`config.mk`:
```
export PLATFORM = sky130hd
export DESIGN_NAME = fifo_sync_ctrl
export DESIGN_NICKNAME = d
export VERILOG_FILES = /design/src/rtl/fifo_pkg.sv /design/src/rtl/fifo_sync_ram.sv /design/src/rtl/fifo_sync_ctrl.sv
export SDC_FILE = /design/constraint.sdc
export NUM_CORES = 1
export LEC_CHECK = 0
export ABC_AREA = 1
export BUFFER_PORTS_ARGS = -buffer_cell sky130_fd_sc_hd__buf_4
export CORE_AREA = 2 2 128 130
export DETAILED_ROUTE_END_ITERATION = 7
export DIE_AREA = 0 0 130 132
export PLACE_DENSITY_LB_ADDON = 0.1
export SLEW_MARGIN = 20
export SYNTH_ARGS = -nofsm -noshare
export SYNTH_HDL_FRONTEND = slang
export SYNTH_HIERARCHICAL = 1
export SYNTH_SLANG_ARGS = --single-unit
```
`constraint.sdc`:
```
create_clock -name i_clk -period 5.24 [get_ports i_clk]
set_input_delay 0.524 -clock i_clk [delete_from_list [all_inputs] [get_ports i_clk]]
set_output_delay 0.524 -clock i_clk [all_outputs]
set_load 0.02 [all_outputs]
```
`src/rtl/fifo_pkg.sv`:
```
// Shared types and parameter sanity helpers for the synchronous FIFO.
package fifo_pkg;

  localparam int DefDataWidth = 8;
  localparam int DefDepth     = 16;

  // Pointer carries one extra wrap bit; count spans 0..Depth inclusive.
  typedef logic [$clog2(DefDepth):0] ptr_t;
  typedef logic [$clog2(DefDepth):0] count_t;

  function automatic bit is_pow2(input int v);
    return (v > 0) && ((v & (v - 1)) == 0);
  endfunction

  function automatic bit params_ok(input int depth, input int afull, input int aempty);
    return is_pow2(depth) && (depth >= 4) &&
           (afull >= 1) && (afull <= depth) &&
           (aempty >= 0) && (aempty <= depth - 1);
  endfunction

endpackage

```
`src/rtl/fifo_sync_ram.sv`:
```
// Simple dual-port RAM: synchronous write, registered synchronous read, no reset.
module fifo_sync_ram #(
  parameter int DataWidth = 8,
  parameter int Depth     = 16
) (
  input  logic                     clk,
  input  logic                     wr_en,
  input  logic [$clog2(Depth)-1:0] wr_addr,
  input  logic [DataWidth-1:0]     wr_data,
  input  logic                     rd_en,
  input  logic [$clog2(Depth)-1:0] rd_addr,
  output logic [DataWidth-1:0]     rd_data
);

  logic [DataWidth-1:0] mem [Depth];

  always_ff @(posedge clk) begin
    if (wr_en) mem[wr_addr] <= wr_data;
    if (rd_en) rd_data <= mem[rd_addr];
  end

endmodule

```
`src/rtl/fifo_sync_ctrl.sv`:
```
// Synchronous FIFO controller: pointers, registered flags, sticky errors, flush,
// and an optional first-word-fall-through output stage around fifo_sync_ram.
module fifo_sync_ctrl
  import fifo_pkg::*;
#(
  parameter int DataWidth   = 8,
  parameter int Depth       = 16,
  parameter int Fwft        = 0,
  parameter int AlmostFull  = 12,
  parameter int AlmostEmpty = 2
) (
  input  logic                       i_clk,
  input  logic                       i_rst,
  input  logic                       i_flush,
  input  logic                       i_wr_en,
  input  logic [DataWidth-1:0]       i_wr_data,
  input  logic                       i_rd_en,
  output logic [DataWidth-1:0]       o_rd_data,
  output logic                       o_rd_valid,
  output logic                       o_full,
  output logic                       o_empty,
  output logic                       o_almost_full,
  output logic                       o_almost_empty,
  output logic [$clog2(Depth):0]     o_count,
  output logic                       o_overflow,
  output logic                       o_underflow
);

  localparam int AddrWidth  = $clog2(Depth);
  localparam int CountWidth = AddrWidth + 1;

  typedef logic [AddrWidth:0]    addr_ptr_t;
  typedef logic [CountWidth-1:0] occ_t;

  if (!params_ok(Depth, AlmostFull, AlmostEmpty)) begin : g_bad_cfg
    $error("fifo_sync_ctrl: Depth must be a power of 2 >= 4 and thresholds in range");
  end

  addr_ptr_t            wr_ptr, rd_ptr;
  logic                 wr_acc, rd_acc, ram_rd, empty_n;
  logic [DataWidth-1:0] ram_q;
  occ_t                 count_n;

  // Flush swallows any request issued alongside it.
  assign wr_acc  = i_wr_en & ~o_full  & ~i_flush;
  assign rd_acc  = i_rd_en & ~o_empty & ~i_flush;
  assign count_n = o_count + occ_t'(wr_acc) - occ_t'(rd_acc);

  fifo_sync_ram #(.DataWidth(DataWidth), .Depth(Depth)) u_ram (
    .clk     (i_clk),
    .wr_en   (wr_acc),
    .wr_addr (wr_ptr[AddrWidth-1:0]),
    .wr_data (i_wr_data),
    .rd_en   (ram_rd),
    .rd_addr (rd_ptr[AddrWidth-1:0]),
    .rd_data (ram_q)
  );

  always_ff @(posedge i_clk or posedge i_rst) begin
    if (i_rst) begin
      wr_ptr         <= '0;
      rd_ptr         <= '0;
      o_count        <= '0;
      o_empty        <= 1'b1;
      o_full         <= 1'b0;
      o_almost_full  <= 1'b0;
      o_almost_empty <= 1'b1;
      o_overflow     <= 1'b0;
      o_underflow    <= 1'b0;
    end else if (i_flush) begin
      wr_ptr         <= '0;
      rd_ptr         <= '0;
      o_count        <= '0;
      o_empty        <= 1'b1;
      o_full         <= 1'b0;
      o_almost_full  <= 1'b0;
      o_almost_empty <= 1'b1;
      o_overflow     <= 1'b0;
      o_underflow    <= 1'b0;
    end else begin
      if (wr_acc) wr_ptr <= wr_ptr + addr_ptr_t'(1);
      if (ram_rd) rd_ptr <= rd_ptr + addr_ptr_t'(1);
      o_count        <= count_n;
      o_empty        <= empty_n;
      o_full         <= (count_n == occ_t'(Depth));
      o_almost_full  <= (count_n >= occ_t'(AlmostFull));
      o_almost_empty <= (count_n <= occ_t'(AlmostEmpty));
      if (i_wr_en & o_full)  o_overflow  <= 1'b1;
      if (i_rd_en & o_empty) o_underflow <= 1'b1;
    end
  end

  if (Fwft == 0) begin : g_std
    logic rd_vld, seen;

    // RAM output is not reset; mask it until a read has landed since reset.
    always_ff @(posedge i_clk or posedge i_rst) begin
      if (i_rst) begin
        rd_vld <= 1'b0;
        seen   <= 1'b0;
      end else if (i_flush) begin
        rd_vld <= 1'b0;
      end else begin
        rd_vld <= rd_acc;
        if (rd_acc) seen <= 1'b1;
      end
    end

    assign ram_rd     = rd_acc;
    assign empty_n    = (count_n == '0);
    assign o_rd_valid = rd_vld;
    assign o_rd_data  = seen ? ram_q : '0;
  end else begin : g_fwft
    logic                 mid_vld, out_vld, out_load;
    logic [DataWidth-1:0] out_data;

    // mid_vld marks a RAM word sitting on ram_q, waiting to enter the output register.
    assign out_load = mid_vld & (~out_vld | rd_acc);
    assign ram_rd   = ~i_flush & (wr_ptr != rd_ptr) & (~mid_vld | out_load);
    assign empty_n  = ~(out_load | (out_vld & ~rd_acc));

    always_ff @(posedge i_clk or posedge i_rst) begin
      if (i_rst) begin
        mid_vld  <= 1'b0;
        out_vld  <= 1'b0;
        out_data <= '0;
      end else if (i_flush) begin
        mid_vld  <= 1'b0;
        out_vld  <= 1'b0;
      end else begin
        mid_vld <= ram_rd | (mid_vld & ~out_load);
        out_vld <= out_load | (out_vld & ~rd_acc);
        if (out_load) out_data <= ram_q;
      end
    end

    assign o_rd_valid = ~o_empty;
    assign o_rd_data  = out_data;
  end

endmodule
```
# == Word-level counts from Yosys, hierarchy flattened ==
# Memories as Yosys holds them, arrays and structs flattened. A register that Yosys moved wholly into a read port is not among the register bits.
# Cells that the tools add are included.
# W data, S select, Z words.
# classes
n_reduce_logical,6
n_bitwise,9
n_mux,17
eq_ne,1
n_lt_le_gt_ge,2
add_sub_neg,4
# ops
op,n
$mux W5,5
$mux W1,11
$add A5 B1 Y5 const B,2
$mux W8,1
$reduce_bool A2 Y1,4
$and A1 B1 Y1,6
$add A5 B1 Y5,1
$eq A5 B5 Y1 const B,1
$ge A5 B4 Y1 const B,1
$le A5 B2 Y1 const B,1
$logic_not A5 Y1,1
$sub A5 B1 Y5,1
$not A1 Y1,3
$reduce_and A2 Y1,1
# totals
input_bits,13
n_memories,1
reg_bits,23
out_inout_bits,20
elab_cells,51
ram_bits,128
# memory_table
memory,words,width,rd,rd_ports_with_merged_regs,wr,line,source
u_ram.mem,16,8,1,1,1,fifo_sync_ram.sv:15,logic [DataWidth-1:0] mem [Depth];

# == Longest topological paths before layout ==
# Gate-level depths: netlist of the first run.
# depth
ltp_word,7
depth_mapped,16
ltp_nobuf,16

# == Cells and area by module ==
# The synthesis of the first run kept the hierarchy.
# by_module_without_submodules
mod,seq_area_each_um2,area_each_um2,n_inst,cells_per_inst
fifo_sync_ram,4083.9,5846.9,1,551
fifo_sync_ctrl,528.0,1173.6,1,148

# == Worst setup path after synthesis of the first run ==
# No wires, ideal clock.
# synth_timing
path_type,input to register
from,in i_flush
to,reg o_full
required_ns,5.171
slack_ns,2.487
arrival_time_ns,2.684
n_path_buf,1
cell_stages,13
setup_ns,0.069
cell_sequence,buf_2 -> nor2_1 -> ha_1 -> inv_1 -> ha_1 -> inv_1 -> fa_1 -> inv_1 -> nand2_1 -> and2_4 -> nor2_4 -> nand2_2 -> nor2_2
# synth_via
word_cells_on_any_way,7
classes_between,add/sub: 2; eq/ne: 1; mux: 1; bitwise: 3
# synth_rtl
item,line,source
start: declaration,fifo_sync_ctrl.sv:14,"input logic i_flush,"
$not A1 Y1 (no line),n/a,
$and A1 B1 Y1,fifo_sync_ctrl.sv:46,assign rd_acc = i_rd_en & ~o_empty & ~i_flush;
named net ram_rd,fifo_sync_ctrl.sv:40,"logic wr_acc, rd_acc, ram_rd, empty_n;"
$sub A5 B1 Y5,fifo_sync_ctrl.sv:47,assign count_n = o_count + occ_t'(wr_acc) - occ_t'(rd_acc);
$eq A5 B5 Y1,fifo_sync_ctrl.sv:85,o_full <= (count_n == occ_t'(Depth));
$mux W1,fifo_sync_ctrl.sv:70,end else if (i_flush) begin
end signal: assignment,fifo_sync_ctrl.sv:85,
end: declaration,fifo_sync_ctrl.sv:20,"output logic o_full,"
# The timed path passes the listed nets, and every way through them passes these cells.
# A chain may end at the register's enable or synchronous reset.

# == Final worst setup path of the first run ==
# layout_timing
from,reg o_empty
to,reg o_full
# layout_via
elab_chain_len,6
# layout_rtl
item,line,source
start: declaration,fifo_sync_ctrl.sv:21,"output logic o_empty,"
start signal: assignment,fifo_sync_ctrl.sv:84,o_empty <= empty_n;
$not A1 Y1,fifo_sync_ctrl.sv:46,
$and A1 B1 Y1 (2 in series),fifo_sync_ctrl.sv:46,
named net ram_rd,fifo_sync_ctrl.sv:40,
$sub A5 B1 Y5,fifo_sync_ctrl.sv:47,
$eq A5 B5 Y1,fifo_sync_ctrl.sv:85,
$mux W1,fifo_sync_ctrl.sv:70,
# The timed path passes the listed nets, and every way through them passes these cells.

==> tab_implementation.tex, run 1 <==
\begin{tabular}{lr}
\hline
Metric & Value \\
\hline
\multicolumn{2}{l}{\textbf{Worst setup path}} \\
\quad Crit path from & o\_empty\$\_DFF\_PP1\_ \\
\quad Family with the most delay on the worst path & simple AND/OR/NAND/NOR gates \\
\quad Crit Reg-Reg Endpoint & o\_full\$\_DFF\_PP0\_ \\
\quad Beginning of the worst register-to-register path & o\_empty\$\_DFF\_PP1\_ \\
\quad Largest stage delay on the critical path & 0.74 ns \\
\quad Crit path kind & flip-flop to flip-flop \\
\quad Slowest cell on crit path & sky130\_fd\_sc\_hd\_\_nor2\_1 \\
\quad Type of element capturing the critical path & flip-flop \\
\quad Worst setup SP type & flip-flop \\
\quad Worst setup slack for register-to-register paths & 2.27 ns \\
\quad Arrival time worst endpoint & 3.32 ns \\
\quad CP Cell Sequence & inv\_1, nand2\_1, nor2\_1, ha\_1, inv\_1, ha\_1, inv\_1, fa\_1, inv\_1, nand3\_2, nand2\_1, nand2\_1, nand2\_2, nand2\_2, nor2\_2 \\
\quad Critical Path End & o\_full\$\_DFF\_PP0\_ \\
\quad Critical path data required time & 5.59 ns \\
\quad CP Depth & 15 \\
\quad Critical path fanouts, max & 13 \\
\quad Crit-path most repeated cell & sky130\_fd\_sc\_hd\_\_inv\_1 \\
\quad Depth of the worst register-to-register path & 15 \\
\quad Crit path buffers/inverters & 4 \\
\multicolumn{2}{l}{\textbf{Die}} \\
\quad Row count & 46 \\
\quad Die extent in y & 132 µm \\
\quad Effective utilization at floorplan & 44.7\% \\
\quad Die X-Extent & 130 µm \\
\quad Core footprint & 15,700 µm² \\
\quad Total die area & 17,200 µm² \\
\quad IO Count & 33 \\
\multicolumn{2}{l}{\textbf{Timing}} \\
\quad Highest attainable clock frequency & 337 MHz \\
\quad Setup violations, final & 0 \\
\quad Final Skew & 0.00720 ns \\
\quad Final worst path period share & 56.6\% \\
\quad Worst slew margin relative to its limit & 36.8\% \\
\quad TNS Setup & 0 ns \\
\quad Pins Over Slew Limit & 0 \\
\quad Final Hold Viols & 0 \\
\quad Minimum period implied by the final worst setup slack & 2.97 ns \\
\quad RSZ-0062 raised after global routing & no \\
\quad Slew at the pin closest to its max-slew limit & 0.945 ns \\
\multicolumn{2}{l}{\textbf{Synth}} \\
\quad Post-synthesis sequential area ratio & 65.7\% \\
\quad Number of warnings reported in the yosys synthesis log & 6 \\
\quad Register bit count reported by yosys & 157 \\
\quad Count of unique library cells instantiated by Yosys & 28 \\
\quad Synthesized netlist cell count & 699 \\
\quad Synthesized area per cell & 10.0 µm² \\
\quad Syn nets & 720 \\
\quad Syn Std Cell Area & 7020 µm² \\
\multicolumn{2}{l}{\textbf{Clock network}} \\
\quad Total clock buffers created by CTS & 17 \\
\quad CTS Root Cell & sky130\_fd\_sc\_hd\_\_clkbuf\_16 \\
\quad TritonCTS clock tree & built \\
\quad Deepest level of the CTS H-tree & 4 \\
\quad Post-CTS setup-driven buffer insertion count & 0 \\
\quad Total clock sinks & 157 \\
\quad Clock transition at path regs & 0.06 ns \\
\quad CTS-repair resized insts & 0 \\
\quad Cts hold-fix bufs & 0 \\
\quad Clock latency at the later pin of the worst-skew pair & 0.42 ns \\
\quad Maximum buffer depth of the clock tree & 2 \\
\multicolumn{2}{l}{\textbf{Finish}} \\
\quad Antenna cell count & 0 \\
\quad Area of all placed cells without fillers & 7990 µm² \\
\quad Net count of the finished layout & 746 \\
\quad Non-filler cells, final & 953 \\
\quad Number of inserted filler cells in the final layout & 1,456 \\
\quad Proportion of layout cells with a drive suffix above 1 & 10.9\% \\
\quad Layout-stage area growth over the synthesis result & 13.9\% \\
\multicolumn{2}{l}{\textbf{Placed design}} \\
\quad HPWL reported at the end of detailed placement & 9450 µm \\
\quad Placement-stage cell area & 7370 µm² \\
\quad Inst Count DP & 922 \\
\quad IO buf count & 32 \\
\quad Weighted congestion reported at the end of routability-driven placement & 0.812 \\
\multicolumn{2}{l}{\textbf{Global routing}} \\
\quad Vias in the first global route & 4,155 \\
\quad Aggregate global routing overflow & 0 \\
\quad Global-route wire length before repair & 23,800 µm \\
\quad Maximum number of pins on one net before global-route repair & 69 \\
\quad Number of antenna violations at the first check in global routing & 0 \\
\quad Global router's overall resource usage & 19.2\% \\
\multicolumn{2}{l}{\textbf{Drt}} \\
\quad Initial drt markers & 339 \\
\quad Number of search-and-repair iterations in the first detailed-routing pass & 4 \\
\quad Final WL & 15,500 µm \\
\quad Via count of the routed design & 4,556 \\
\quad Number of vias per cell & 4.78 \\
\quad Remaining antenna violation count & 0 \\
\quad Detailed-route DRC error count & 0 \\
\quad Detailed-route wire length per cell & 16.3 µm \\
\multicolumn{2}{l}{\textbf{Power and ir drop}} \\
\quad Leakage power & 0.00349 µW \\
\quad VDD IR max & 0.297 mV \\
\quad P per Cell Area & 423 nW/µm² \\
\multicolumn{2}{l}{\textbf{Job}} \\
\quad Max cap viols & 0 \\
\multicolumn{2}{l}{\textbf{Run status}} \\
\quad Status & completed \\
\multicolumn{2}{l}{\textbf{Min path}} \\
\quad Hold/Removal Path Class & primary input to async pin \\
\hline
\end{tabular}
-- registers in the layout, indices dropped and copies added (netlist names) --
register / count
g_std.seen: 1
o_almost_empty: 1
o_almost_full: 1
o_count: 5
o_empty: 1
o_full: 1
o_overflow: 1
o_rd_valid: 1
o_underflow: 1
rd_ptr: 4
u_ram/mem: 128
u_ram/rd_data: 8
wr_ptr: 4
-- final cells by class --
type | count | area, µm² | share of cell area, %
timing repair buffer | 34 | 255 | 3.19
clock inverter | 13 | 198 | 2.47
tap | 216 | 270 | 3.38
sequential | 157 | 4610 | 57.7
clock buffer | 18 | 429 | 5.37
inverter | 132 | 498 | 6.23
multi-input combinational | 383 | 1730 | 21.6
-- cell usage after synthesis, drive strengths merged --
cell type  instances  area share, %
clkbuf             1          0.053
edfxtp           136             58
nand3            113            8.1
and2               1           0.12
a21oi              9           0.70
dfrtp             19            6.8
nor2              32            1.9
o21bai             1           0.11
inv              132            7.1
or2                1          0.089
nand3b             2           0.21
nand2            209             11
buf               26            2.5
o21ai              7           0.55
fa                 1           0.29
ha                 7            1.2
dfstp              2           0.75
-- routing by layer --
metal  GRT usage (%)  share of wire (%)  up-vias  wire length (µm)
met4            8.24                2.6        0               400
met5               0                  0        -                 0
li1                -                  -     2292                 -
met2            29.1                 47       97              7340
met1            26.7                 47     2141              7280
met3            4.06                3.2       26               497
-- metrics by stage --
step                worst slack (ns)  total power, µW  utilization [%]  hold slack, ns
global placement                2.13             2100             46.9           0.483
CTS                             2.24             3410             50.9           0.271
detailed placement              2.05             2110             46.9           0.494
finish                          2.27             3380             50.9           0.242
global route                    1.94             3530             50.9           0.310
floorplan                       2.49             1930                -           0.431
-- placed cells by master, fill, tap and decap left out --
| cell type | n |
|---|---|
| sky130_fd_sc_hd__clkbuf_1 | 1 |
| sky130_fd_sc_hd__clkinv_1 | 2 |
| sky130_fd_sc_hd__o21ai_2 | 1 |
| sky130_fd_sc_hd__and2_4 | 1 |
| sky130_fd_sc_hd__clkinvlp_4 | 4 |
| sky130_fd_sc_hd__nand3b_1 | 2 |
| sky130_fd_sc_hd__o21ai_0 | 5 |
| sky130_fd_sc_hd__nand3_1 | 112 |
| sky130_fd_sc_hd__a21oi_2 | 1 |
| sky130_fd_sc_hd__fa_1 | 1 |
| sky130_fd_sc_hd__nor2_1 | 30 |
| sky130_fd_sc_hd__dfrtp_2 | 1 |
| sky130_fd_sc_hd__bufinv_16 | 5 |
| sky130_fd_sc_hd__o21ai_1 | 1 |
| sky130_fd_sc_hd__inv_2 | 2 |
| sky130_fd_sc_hd__edfxtp_1 | 136 |
| sky130_fd_sc_hd__inv_4 | 1 |
| sky130_fd_sc_hd__clkbuf_16 | 17 |
| sky130_fd_sc_hd__or2_2 | 1 |
| sky130_fd_sc_hd__ha_1 | 7 |
| sky130_fd_sc_hd__nand2_2 | 5 |
| sky130_fd_sc_hd__dfrtp_1 | 18 |
| sky130_fd_sc_hd__buf_4 | 34 |
| sky130_fd_sc_hd__nand2_1 | 204 |
| sky130_fd_sc_hd__inv_1 | 129 |
| sky130_fd_sc_hd__clkinv_2 | 2 |
| sky130_fd_sc_hd__o21bai_1 | 1 |
| sky130_fd_sc_hd__dfstp_2 | 2 |
| sky130_fd_sc_hd__nor2_4 | 1 |
| sky130_fd_sc_hd__nand3_2 | 1 |
| sky130_fd_sc_hd__a21oi_1 | 8 |
| sky130_fd_sc_hd__nor2_2 | 1 |
-- power breakdown --
group          leakage, µW  internal (µW)  total (µW)  switching, µW
Sequential         0.00150           1420        1450           31.1
Combinational      0.00170            205         623            418
Clock             0.000293            836        1300            468
Total              0.00349           2460        3380            917
-- cell families (layout without fill, tap and decap cells) --
family	Yosys count	after routing	synth area share [%]
DFF	157	157	65.7
buffers and inverters	159	197	9.66
AOI/OAI and AO/OA	17	17	1.35
and+or+nand+nor	358	358	21.8
adders and majority gates	8	8	1.53
-- worst reg2reg max path: stages, from the launching register on --
cell and delay (ns):
sky130_fd_sc_hd__dfstp_2 0.38, sky130_fd_sc_hd__inv_1 0.05, sky130_fd_sc_hd__nand2_1 0.10, sky130_fd_sc_hd__nor2_1 0.74, sky130_fd_sc_hd__ha_1 0.38, sky130_fd_sc_hd__inv_1 0.06, sky130_fd_sc_hd__ha_1 0.19, sky130_fd_sc_hd__inv_1 0.07
sky130_fd_sc_hd__fa_1 0.38, sky130_fd_sc_hd__inv_1 0.10, sky130_fd_sc_hd__nand3_2 0.08, sky130_fd_sc_hd__nand2_1 0.10, sky130_fd_sc_hd__nand2_1 0.06, sky130_fd_sc_hd__nand2_2 0.07, sky130_fd_sc_hd__nand2_2 0.07, sky130_fd_sc_hd__nor2_2 0.09
-- how the worst min path moves through the flow --
stage | depth (start not counted) | end | from
final | 2 | g_std.seen$_DFFE_PP0P_ | i_rst
after global routing | 2 | o_rd_valid$_DFF_PP0_ | i_rst
after CTS | 2 | o_rd_valid$_DFF_PP0_ | i_rst
after detailed placement | 2 | o_underflow$_DFFE_PP0P_ | o_underflow$_DFFE_PP0P_
after global placement | 2 | o_underflow$_DFFE_PP0P_ | o_underflow$_DFFE_PP0P_
after floorplan | 1 | rd_ptr[3]$_DFFE_PP0P_ | rd_ptr[3]$_DFFE_PP0P_
No activity file was read; power rests on OpenSTA's default activity.
==> run 2: changes to the inputs <==
--- a/config.mk
+++ b/config.mk
@@ -5,11 +5,11 @@
 export SDC_FILE = /design/constraint.sdc
 export NUM_CORES = 1
 export LEC_CHECK = 0
-export ABC_AREA = 1
+export ABC_AREA = 0
 export BUFFER_PORTS_ARGS = -buffer_cell sky130_fd_sc_hd__buf_4
-export CORE_AREA = 2 2 128 130
+export CORE_AREA = 2 2 122 124
 export DETAILED_ROUTE_END_ITERATION = 7
-export DIE_AREA = 0 0 130 132
+export DIE_AREA = 0 0 124 126
 export PLACE_DENSITY_LB_ADDON = 0.1
 export SLEW_MARGIN = 20
 export SYNTH_ARGS = -nofsm -noshare
==> constraint.sdc (replaced) <==
create_clock -name i_clk -period 2.67 [get_ports i_clk]
set_input_delay 0.267 -clock i_clk [delete_from_list [all_inputs] [get_ports i_clk]]
set_output_delay 0.267 -clock i_clk [all_outputs]
set_load 0.02 [all_outputs]
==> tab_implementation.tex, run 2 <==
\begin{tabular}{lr}
\hline
Metric & Value \\
\hline
\multicolumn{2}{l}{\textbf{Worst setup path}} \\
\quad Type of element capturing the critical path & flip-flop \\
\quad Arrival time worst endpoint & 2.83 ns (-0.49 ns) \\
\quad Worst setup SP type & flip-flop \\
\quad Critical path fanouts, max & 5 (-8) \\
\quad Crit path kind & flip-flop to flip-flop \\
\quad Critical path data required time & 2.97 ns (-2.62 ns) \\
\multicolumn{2}{l}{\textbf{Die}} \\
\quad Core footprint & 14,300 µm² (-8.9\%) \\
\quad Row count & 44 (-4.3\%) \\
\quad Total die area & 15,600 µm² (-9.0\%) \\
\quad IO Count & 33 (unchanged) \\
\quad Die X-Extent & 124 µm (-4.6\%) \\
\quad Die extent in y & 126 µm (-4.5\%) \\
\quad Effective utilization at floorplan & 43.9\% (-0.78 points) \\
\multicolumn{2}{l}{\textbf{Finish}} \\
\quad Proportion of layout cells with a drive suffix above 1 & 27.7\% (+17 points) \\
\quad Area used by multi-input combinational logic & 1560 µm² (-10\%) \\
\quad Top register by number of flip-flops & u\_ram/mem \\
\quad Largest registers ranked by flip-flop count & u\_ram/mem (128), u\_ram/rd\_data (8), o\_count (5) \\
\quad Layout-stage area growth over the synthesis result & 18.8\% \\
\quad Max reg flops & 128 (unchanged) \\
\quad Antenna cell count & 0 (unchanged) \\
\quad Commonest cells after routing, fill and taps aside & sky130\_fd\_sc\_hd\_\_edfxtp\_1 (136), sky130\_fd\_sc\_hd\_\_buf\_4 (52), sky130\_fd\_sc\_hd\_\_nor2\_1 (28), sky130\_fd\_sc\_hd\_\_dfrtp\_1 (18), sky130\_fd\_sc\_hd\_\_mux4\_2 (18) \\
\quad Most common cell after layout, fill and taps aside & sky130\_fd\_sc\_hd\_\_edfxtp\_1 \\
\quad Net count of the finished layout & 416 (-44\%) \\
\quad Number of inserted filler cells in the final layout & 1,210 (-17\%) \\
\quad Area of all sequential standard cells & 4610 µm² (unchanged) \\
\multicolumn{2}{l}{\textbf{Timing}} \\
\quad Pins Over Slew Limit & 0 (unchanged) \\
\quad Minimum period implied by the final worst setup slack & 2.52 ns (-0.446 ns) \\
\quad Final Hold Viols & 0 (unchanged) \\
\quad Final worst path period share & 94.4\% (+38 points) \\
\quad Final Skew & 0.00624 ns (-0.000963 ns) \\
\quad Highest attainable clock frequency & 397 MHz (+18\%) \\
\quad Slew at the pin closest to its max-slew limit & 0.820 ns (-0.124 ns) \\
\quad Setup violations, final & 0 (unchanged) \\
\quad Worst slew margin relative to its limit & 45.3\% (+8.5 points) \\
\quad Hold WS & 0.0158 ns (-0.226 ns) \\
\multicolumn{2}{l}{\textbf{Placed design}} \\
\quad Weighted congestion reported at the end of routability-driven placement & 0.787 (-3.2\%) \\
\quad HPWL reported at the end of detailed placement & 7680 µm (-19\%) \\
\quad IO buf count & 32 (unchanged) \\
\multicolumn{2}{l}{\textbf{Drt}} \\
\quad Via count of the routed design & 3,162 (-31\%) \\
\quad Number of search-and-repair iterations in the first detailed-routing pass & 4 (unchanged) \\
\quad Initial drt markers & 236 (-30\%) \\
\quad Remaining antenna violation count & 0 (unchanged) \\
\quad Detailed-route DRC error count & 0 (unchanged) \\
\quad Final WL & 12,200 µm (-21\%) \\
\quad Number of vias per cell & 5.34 (+12\%) \\
\quad Detailed-route wire length per cell & 20.6 µm (+27\%) \\
\multicolumn{2}{l}{\textbf{Global routing}} \\
\quad Vias in the first global route & 3,168 (-24\%) \\
\quad Global-route wire length before repair & 18,500 µm (-22\%) \\
\quad Number of antenna violations at the first check in global routing & 0 (unchanged) \\
\quad Maximum number of pins on one net before global-route repair & 36 (-48\%) \\
\quad Global router's overall resource usage & 17.0\% (-2.1 points) \\
\quad Aggregate global routing overflow & 0 (unchanged) \\
\multicolumn{2}{l}{\textbf{Run status}} \\
\quad Status & completed \\
\multicolumn{2}{l}{\textbf{Power and ir drop}} \\
\quad Total Power Consumption & 6590 µW (+95\%) \\
\quad P per Cell Area & 883 nW/µm² (+110\%) \\
\quad VDD IR max & 0.439 mV (+48\%) \\
\quad Leakage power & 0.00262 µW (-25\%) \\
\multicolumn{2}{l}{\textbf{Synth}} \\
\quad Count of unique library cells instantiated by Yosys & 36 (+29\%) \\
\quad Synthesized area per cell & 18.8 µm² (+87\%) \\
\quad Number of warnings reported in the yosys synthesis log & 6 (unchanged) \\
\quad Post-synthesis sequential area ratio & 73.4\% (+7.7 points) \\
\quad Most used standard cell by instance count after synthesis & sky130\_fd\_sc\_hd\_\_edfxtp\_1 \\
\quad Synthesized netlist cell count & 334 (-52\%) \\
\quad Synth top area cells & sky130\_fd\_sc\_hd\_\_edfxtp\_1 (65\%), sky130\_fd\_sc\_hd\_\_dfrtp\_1 (7.6\%), sky130\_fd\_sc\_hd\_\_mux4\_2 (6.5\%) \\
\quad Share of Yosys cell area claimed by the top area cell type & 65.0\% (+6.8 points) \\
\quad Proportion of register bits with asynchronous set or reset after synthesis & 13.4\% (unchanged) \\
\quad Most used DFF post-synth & sky130\_fd\_sc\_hd\_\_edfxtp\_1 \\
\quad Syn nets & 355 (-51\%) \\
\quad Register bit count reported by yosys & 157 (unchanged) \\
\quad Number of synthesized flops with an enable pin & 136 (unchanged) \\
\quad Most common library cells after synthesis & sky130\_fd\_sc\_hd\_\_edfxtp\_1 (136), sky130\_fd\_sc\_hd\_\_nor2\_1 (29), sky130\_fd\_sc\_hd\_\_dfrtp\_1 (19) \\
\quad Largest area contributor in the netlist & sky130\_fd\_sc\_hd\_\_edfxtp\_1 \\
\quad Syn Std Cell Area & 6280 µm² (-10\%) \\
\multicolumn{2}{l}{\textbf{Clock network}} \\
\quad Clock transition at path regs & 0.06 ns (about the same) \\
\quad Total clock sinks & 157 (unchanged) \\
\quad Deepest level of the CTS H-tree & 4 (unchanged) \\
\quad Clock latency at the later pin of the worst-skew pair & 0.42 ns (about the same) \\
\quad Post-CTS setup-driven buffer insertion count & 0 (unchanged) \\
\quad Cts hold-fix bufs & 0 (unchanged) \\
\quad TritonCTS clock tree & built \\
\quad CTS Root Cell & sky130\_fd\_sc\_hd\_\_clkbuf\_16 \\
\quad Maximum buffer depth of the clock tree & 2 (unchanged) \\
\quad Total clock buffers created by CTS & 17 (unchanged) \\
\multicolumn{2}{l}{\textbf{Job}} \\
\quad Max cap viols & 0 (unchanged) \\
\multicolumn{2}{l}{\textbf{Min path}} \\
\quad Hold/Removal Path Class & primary input to async pin \\
\hline
\end{tabular}
[run 2: cell types whose count changed after synthesis, sizes merged, moves of 7 or more]
cell,previous run,this run
and2,1,9
mux4,0,32
inv,132,10
buf,26,8
nand3,113,2
o21ai,7,0
a22oi,0,16
nand2,209,15
[run 2: final cells by class]
type / instances / area share, %
Tap cell: 184 / 3.08
Multi-Input combinational cell: 155 / 20.8
Clock inverter: 15 / 2.31
Timing Repair Buffer: 54 / 5.77
Inverter: 10 / 0.503
Sequential cell: 157 / 61.8
Clock buffer: 17 / 5.70
[run 2: routing by layer]
metal	global-route usage [%]	vias to the layer above	wire length, µm
met5	0	-	0
met2	25.1	75	5640
met4	5.16	0	130
met1	24.9	1634	5900
li1	-	1445	-
met3	4.80	8	528
[run 2: cell families (layout without fill, tap and decap cells)]
kind of cell               Yosys count  in the layout  synth area share (%)
buffers and inverters               22             96                  2.09
muxes                               33             33                  12.5
and+or+nand+nor                     80             80                  6.29
adders and majority gates            8              8                  1.71
AOI/OAI and AO/OA                   25             25                  2.79
DFF                                157            157                  73.4
xor gates and xnor gates             9              9                  1.25
[run 2: final timing paths]
kind                            slack (ns)                    start                 endpoint  cells past startpoint
worst max-delay path                  0.15        o_empty$_DFF_PP1_         o_full$_DFF_PP0_                     11
worst min-delay path                  0.02                    i_rst   g_std.seen$_DFFE_PP0P_                      2
worst max register to register        0.15        o_empty$_DFF_PP1_         o_full$_DFF_PP0_                     11
worst min register to register        0.49  o_underflow$_DFFE_PP0P_  o_underflow$_DFFE_PP0P_                      2
max in group asynchronous             2.09                    i_rst    rd_ptr[0]$_DFFE_PP0P_                      2
min in group i_clk                    0.09                  i_wr_en   o_overflow$_DFFE_PP0P_                      3
[run 2: through the flow]
stage          utilization (%)  cells  worst slack, ns  cell area [µm²]  TNS (ns)
6_report                  52.2    592            0.149             7470         0
2_1_floorplan                -    334           0.0156             6290         0
3_5_place_dp              47.9    560           0.0701             6850         0
5_1_grt                   52.2    592          -0.0125             7470   -0.0125
3_3_place_gp              47.9    560           0.0967             6850         0
4_1_cts                   52.1    592           0.0750             7450         0
[run 2: where the power goes]
group / switching [µW] / internal, µW
sequential: 86.1 / 2830
clock: 947 / 1460
combinational: 679 / 589
total: 1710 / 4880
[run 2: worst max-delay path: stages (launching register included)]
cell                       delay, ns
sky130_fd_sc_hd__dfstp_2        0.55
sky130_fd_sc_hd__nand2b_1       0.14
sky130_fd_sc_hd__nor2_2         0.05
sky130_fd_sc_hd__ha_1           0.26
sky130_fd_sc_hd__inv_1          0.05
sky130_fd_sc_hd__ha_1           0.15
sky130_fd_sc_hd__inv_1          0.05
sky130_fd_sc_hd__fa_1           0.39
sky130_fd_sc_hd__nand2b_1       0.17
sky130_fd_sc_hd__a21oi_2        0.17
sky130_fd_sc_hd__xnor2_2        0.16
sky130_fd_sc_hd__and4bb_2       0.27
[run 2: what timing repair did]
action	4_1_cts	5_1_grt
endpoints found under the hold margin	0	0
endpoints found under the setup margin	0	2
gates resized for setup	0	3
